===== src/rtl/pwm_duty_decoder.sv =====
// Multi-channel PWM receiver: per-channel synchroniser, rising-edge detector and
// period/high-time counters, reporting a registered duty/period with a one-cycle valid.
module pwm_duty_decoder #(
  parameter int CHANNELS = 8,
  parameter int DUTY_W   = 8,
  parameter int PER_W    = 10,
  parameter int TIMEOUT  = 600
) (
  input  logic                       clk,
  input  logic                       rst,
  input  logic [CHANNELS-1:0]        pwm_in,
  output logic [CHANNELS*DUTY_W-1:0] duty,
  output logic [CHANNELS*PER_W-1:0]  period,
  output logic [CHANNELS-1:0]        valid,
  output logic [CHANNELS-1:0]        stuck
);

  typedef enum logic {
    IDLE = 1'b0,
    MEAS = 1'b1
  } state_t;

  localparam logic [PER_W-1:0]  PER_MAX   = {PER_W{1'b1}};
  localparam logic [PER_W-1:0]  TIMEOUT_V = PER_W'(TIMEOUT);
  localparam logic [PER_W-1:0]  PER_ONE   = PER_W'(1);
  localparam int unsigned       DUTY_MAX  = (2 ** DUTY_W) - 1;

  for (genvar g = 0; g < CHANNELS; g++) begin : g_ch
    logic             s1, s2, s3;
    logic             rise, timeout;
    state_t           state_q, state_d;
    logic [PER_W-1:0] pcnt_q, pcnt_d;
    logic [PER_W-1:0] hcnt_q, hcnt_d;
    logic [DUTY_W-1:0] duty_q, duty_d;
    logic [PER_W-1:0] per_q, per_d;
    logic             valid_q, valid_d;
    logic             stuck_q, stuck_d;

    assign rise    = s2 & ~s3;
    assign timeout = ~rise && (pcnt_q == TIMEOUT_V);

    always_ff @(posedge clk) begin
      if (rst) begin
        s1      <= 1'b0;
        s2      <= 1'b0;
        s3      <= 1'b0;
        state_q <= IDLE;
        pcnt_q  <= '0;
        hcnt_q  <= '0;
        duty_q  <= '0;
        per_q   <= '0;
        valid_q <= 1'b0;
        stuck_q <= 1'b0;
      end else begin
        s1      <= pwm_in[g];
        s2      <= s1;
        s3      <= s2;
        state_q <= state_d;
        pcnt_q  <= pcnt_d;
        hcnt_q  <= hcnt_d;
        duty_q  <= duty_d;
        per_q   <= per_d;
        valid_q <= valid_d;
        stuck_q <= stuck_d;
      end
    end

    // A rise outranks a coincident timeout; the first rise after IDLE only arms.
    always_comb begin
      state_d = state_q;
      pcnt_d  = (pcnt_q == PER_MAX) ? pcnt_q : pcnt_q + PER_ONE;
      hcnt_d  = hcnt_q;
      duty_d  = duty_q;
      per_d   = per_q;
      valid_d = 1'b0;
      stuck_d = stuck_q;
      if (s2 && hcnt_q != PER_MAX) begin
        hcnt_d = hcnt_q + PER_ONE;
      end
      if (rise) begin
        pcnt_d = PER_ONE;
        hcnt_d = PER_ONE;
        if (state_q == MEAS) begin
          duty_d  = (32'(hcnt_q) > DUTY_MAX) ? {DUTY_W{1'b1}} : DUTY_W'(hcnt_q);
          per_d   = pcnt_q;
          valid_d = 1'b1;
          stuck_d = 1'b0;
        end else begin
          state_d = MEAS;
        end
      end else if (timeout) begin
        duty_d  = s2 ? {DUTY_W{1'b1}} : '0;
        per_d   = '0;
        valid_d = 1'b1;
        stuck_d = 1'b1;
        state_d = IDLE;
        pcnt_d  = '0;
        hcnt_d  = '0;
      end
    end

    assign duty[g*DUTY_W +: DUTY_W] = duty_q;
    assign period[g*PER_W +: PER_W] = per_q;
    assign valid[g]                 = valid_q;
    assign stuck[g]                 = stuck_q;
  end

endmodule


===== config.mk =====
export PLATFORM = sky130hd
export DESIGN_NAME = pwm_duty_decoder
export DESIGN_NICKNAME = d
export VERILOG_FILES = /design/src/rtl/pwm_duty_decoder.sv
export SDC_FILE = /design/constraint.sdc
export NUM_CORES = 1
export LEC_CHECK = 0
export BUFFER_PORTS_ARGS = -buffer_cell sky130_fd_sc_hd__buf_2
export CAP_MARGIN = 10
export CORE_AREA = 2 2 174 193
export CTS_BUF_LIST = sky130_fd_sc_hd__clkbuf_8 sky130_fd_sc_hd__clkbuf_16
export CTS_CLUSTER_DIAMETER = 100
export DETAILED_ROUTE_END_ITERATION = 8
export DIE_AREA = 0 0 176 195
export PLACE_DENSITY = 0.6
export SYNTH_ARGS = -nofsm -noshare
export SYNTH_HDL_FRONTEND = slang
export SYNTH_SLANG_ARGS = --single-unit

===== constraint.sdc =====
create_clock -name clk -period 3.9 [get_ports clk]
set_input_delay 0.195 -clock clk [delete_from_list [all_inputs] [get_ports clk]]
set_output_delay 0.195 -clock clk [all_outputs]
set_load 0.1 [all_outputs]

==> metrics.md <==
| Metric | Value |
|---|---|
| Outcome | `finished clean` |
| Worst stage delay on the critical path | `0.50 ns` |
| Vias in the first global route | `roughly 11000` |
| Hold WC Path Type | `in2reg` |
| Max VDD drop | `0.268 mV` |
| CP endpoint kind | `register` |
| Worst EP arrival | `2.71 ns` |
| Core Region | `32200 µm²` |
| Clock root cell | `clkbuf_16` |
| Max FO, Critical Path | `10` |
| Worst slew margin | `40.8%` |
| Clock Skews | `0.0111 ns` |
| Share of layout cells above drive strength 1 | `15.1%` |
| Clock net sink count | `352` |
| Die width | `176 µm` |
| Synth Area per Inst | `9.48 µm²` |
| Clk Latency, worst-skew pair | `0.51 ns` |
| P&R area growth vs syn | `16.3%` |
| Async S/R FF share, synth | `0%` |
| Die area | `34300 µm²` |
| Gr ovfl total | `0` |
| Power Density | `445 nW/µm²` |
| Largest net degree at the start of global routing | `30` |
| Num ports | `170` |
| RSZ-0062 raised after global routing | `false` |
| Final std cells w/o fill | `~2100` |
| Worst Tran Pin Value | `0.884 ns` |
| DP Cell Count | `between 2000 and 2500` |
| Bufs and invs on worst path | `1` |
| Die Y | `195 µm` |
| H-tree lvl count | `2` |
| Mapped Nets | `about 1500` |
| Max_cap viols | `0` |
| Most frequent cells in the layout | `dfxtp_1 (352), buf_2 (169), nor2_1 (166)` |
| Setup-violating endpoint count in the final report | `0` |
| Gpl congestion | `0.827` |
| Synth Cell Area | `approximately 14000 µm²` |
| Starting DRC count in detailed routing | `approximately 470` |
| Worst setup SP type | `register` |
| DR WL/cell | `15.4 µm` |
| Leakage power total | `0.00664 µW` |
| Setup slack after layout | `1.59 ns` |
| Commonest non-fill, non-tap cell in the layout | `dfxtp_1` |
| TritonCTS clock tree | `yes` |
| CTS Buf Count | `38` |
| Vias | `11565` |
| Number of antenna violations at the first check in global routing | `0` |
| Fmax | `approximately 0.43 GHz` |
| Fill cell count | `roughly 3000` |
| GRT Resource Usage Total | `about a fifth` |
| Drt first pass iters | `5` |
| HPWL Detailed | `22.5 mm` |
| Slowest cell on crit path | `or3b_2` |
| Max-slew violations | `0` |
| Worst path required time | `about 4.3 ns` |
| Cell row count | `69` |
| YS warnings | `0` |
| Post-synth EDFFs | `0` |
| Worst path cell trace | `or3b_2 -> nor4_1 -> a21oi_1 -> buf_4 -> a22o_1` |
| Crit-path leading delay family | `simple AND/OR/NAND/NOR gates` |
| Max Buffers Root-to-Sink | `3` |
| Fin crit period | `2.31 ns` |
| Final Hold Viols | `0` |
| Distinct cells, synth | `68` |
| Post-Synthesis Cells | `1513` |
| Post-route DRC | `0` |
| First-pass GRT wire length | `54.6 mm` |
| Resized Gates After CTS | `0` |
| Seq cells post-synth | `352` |
| Post-synthesis sequential area ratio | `49.2%` |
| Tcrit/Tclk final | `59.3%` |
| Top FF cell, synth | `dfxtp_1` |
| Post-DRT Antenna Nets | `0` |
| Starting density of the core | `44.5%` |
| Post-Route WL | `about 32 mm` |
| Worst Setup Slack post-DPL | `1.61 ns` |
| Avg Vias per Cell | `approximately 5.5` |
| Final net count | `about 1700` |
| Crit path kind | `reg2reg` |
| # diodes | `0` |
| IO buf count | `169` |
| Setup TNS | `0 ns` |
| Clock transition at the registers of the reported paths | `around 0.06 ns` |
-- cells by family after synthesis --
kind of cell | after synthesis | share of synthesized area (%)
muxes | 23 | 1.61
DFF | 352 | 49.2
xor gates and xnor gates | 56 | 3.42
AOI/OAI and AO/OA | 376 | 19.6
and+or+nand+nor | 554 | 20.2
buffers and inverters | 128 | 3.96
adders and majority gates | 24 | 2.09
-- layer usage --
layer  share of wire [%]  up-vias  track usage (%)
li1                    -     5847                -
met5                   0        -                0
met4                 2.2        0             5.26
met3                 4.0       48             3.31
met1                  48     5476             25.3
met2                  46      194             30.7
-- flip-flops by register name, indices dropped and copies added (netlist names) --
signal,count
g_ch.stuck_q,8
g_ch.pcnt_q,80
g_ch.duty_q,64
g_ch.state_q,8
g_ch.hcnt_q,80
g_ch.valid_q,8
g_ch.s3,8
g_ch.s1,8
g_ch.per_q,80
g_ch.s2,8
-- path summary, 6_finish.rpt --
path	startpoint	end	slack, ns	cells after the start
worst min-delay path	rst	g_ch[3].s1	0.13	2
worst min register to register	g_ch[7].s1	g_ch[7].s2	0.44	1
worst max register to register	g_ch[5].pcnt_q[6]	g_ch[5].per_q[6]	1.59	5
worst max-delay path	g_ch[5].pcnt_q[6]	g_ch[5].per_q[6]	1.59	5
-- synth_stat cells (all sizes together), types with 14 or more instances --
| library cell | n | share of area, % |
|---|---|---|
| nand2b | 14 | 0.61 |
| ha | 24 | 2.1 |
| o31ai | 16 | 0.84 |
| o2bb2ai | 55 | 3.4 |
| nand4 | 33 | 1.4 |
| dfxtp | 352 | 49 |
| mux2i | 22 | 1.5 |
| nor3 | 45 | 1.6 |
| clkbuf | 40 | 1.0 |
| nand2 | 83 | 2.2 |
| a21oi | 76 | 2.7 |
| buf | 44 | 1.8 |
| xor2 | 19 | 1.2 |
| nand3 | 48 | 1.7 |
| xnor2 | 37 | 2.3 |
| inv | 44 | 1.2 |
| a22o | 83 | 5.1 |
| and4 | 25 | 1.5 |
| a21o | 15 | 0.79 |
| and3 | 36 | 1.6 |
| or3 | 21 | 0.92 |
| a211oi | 23 | 1.2 |
| nor2b | 27 | 1.2 |
| o211ai | 14 | 0.73 |
| nor2 | 167 | 4.4 |
| a31oi | 31 | 1.4 |
| o21ai | 20 | 0.70 |
-- layout make-up --
class	instances	area, µm²	area share, %
clock buffer	48	1100	6.60
tap	426	533	3.20
sequential	352	7050	42.3
multi-input combinational	1033	6720	40.3
clock inverter	17	113	0.675
timing repair buffer	186	993	5.96
inverter	44	165	0.991
-- stage by stage --
step	total power, µW	cell area [µm²]	hold slack (ns)	utilization (%)
2_1_floorplan	3970	14300	0.286	-
3_3_place_gp	4030	15400	0.416	47.8
3_5_place_dp	4040	15400	0.417	47.8
4_1_cts	7530	16700	0.122	51.8
5_1_grt	7720	16700	0.148	51.8
6_report	7420	16700	0.134	51.8
-- repair_timing --
action | in CTS | in global routing
endpoints found under the hold margin | 8 | 0
hold buffers | 8 | 0
buffers inserted | 0 | 0
-- report_power, final --
group,switching [µW],internal [µW],total (µW)
clock,1410,2050,3460
combinational,159,96.6,255
sequential,61.8,3640,3710
-- worst reg2reg max path: stages (launching register included) --
cell     delay (ns)
dfxtp_1        0.43
or3b_2         0.50
nor4_1         0.44
a21oi_1        0.36
buf_4          0.28
a22o_1         0.19
No activity file was read; power rests on OpenSTA's default activity.
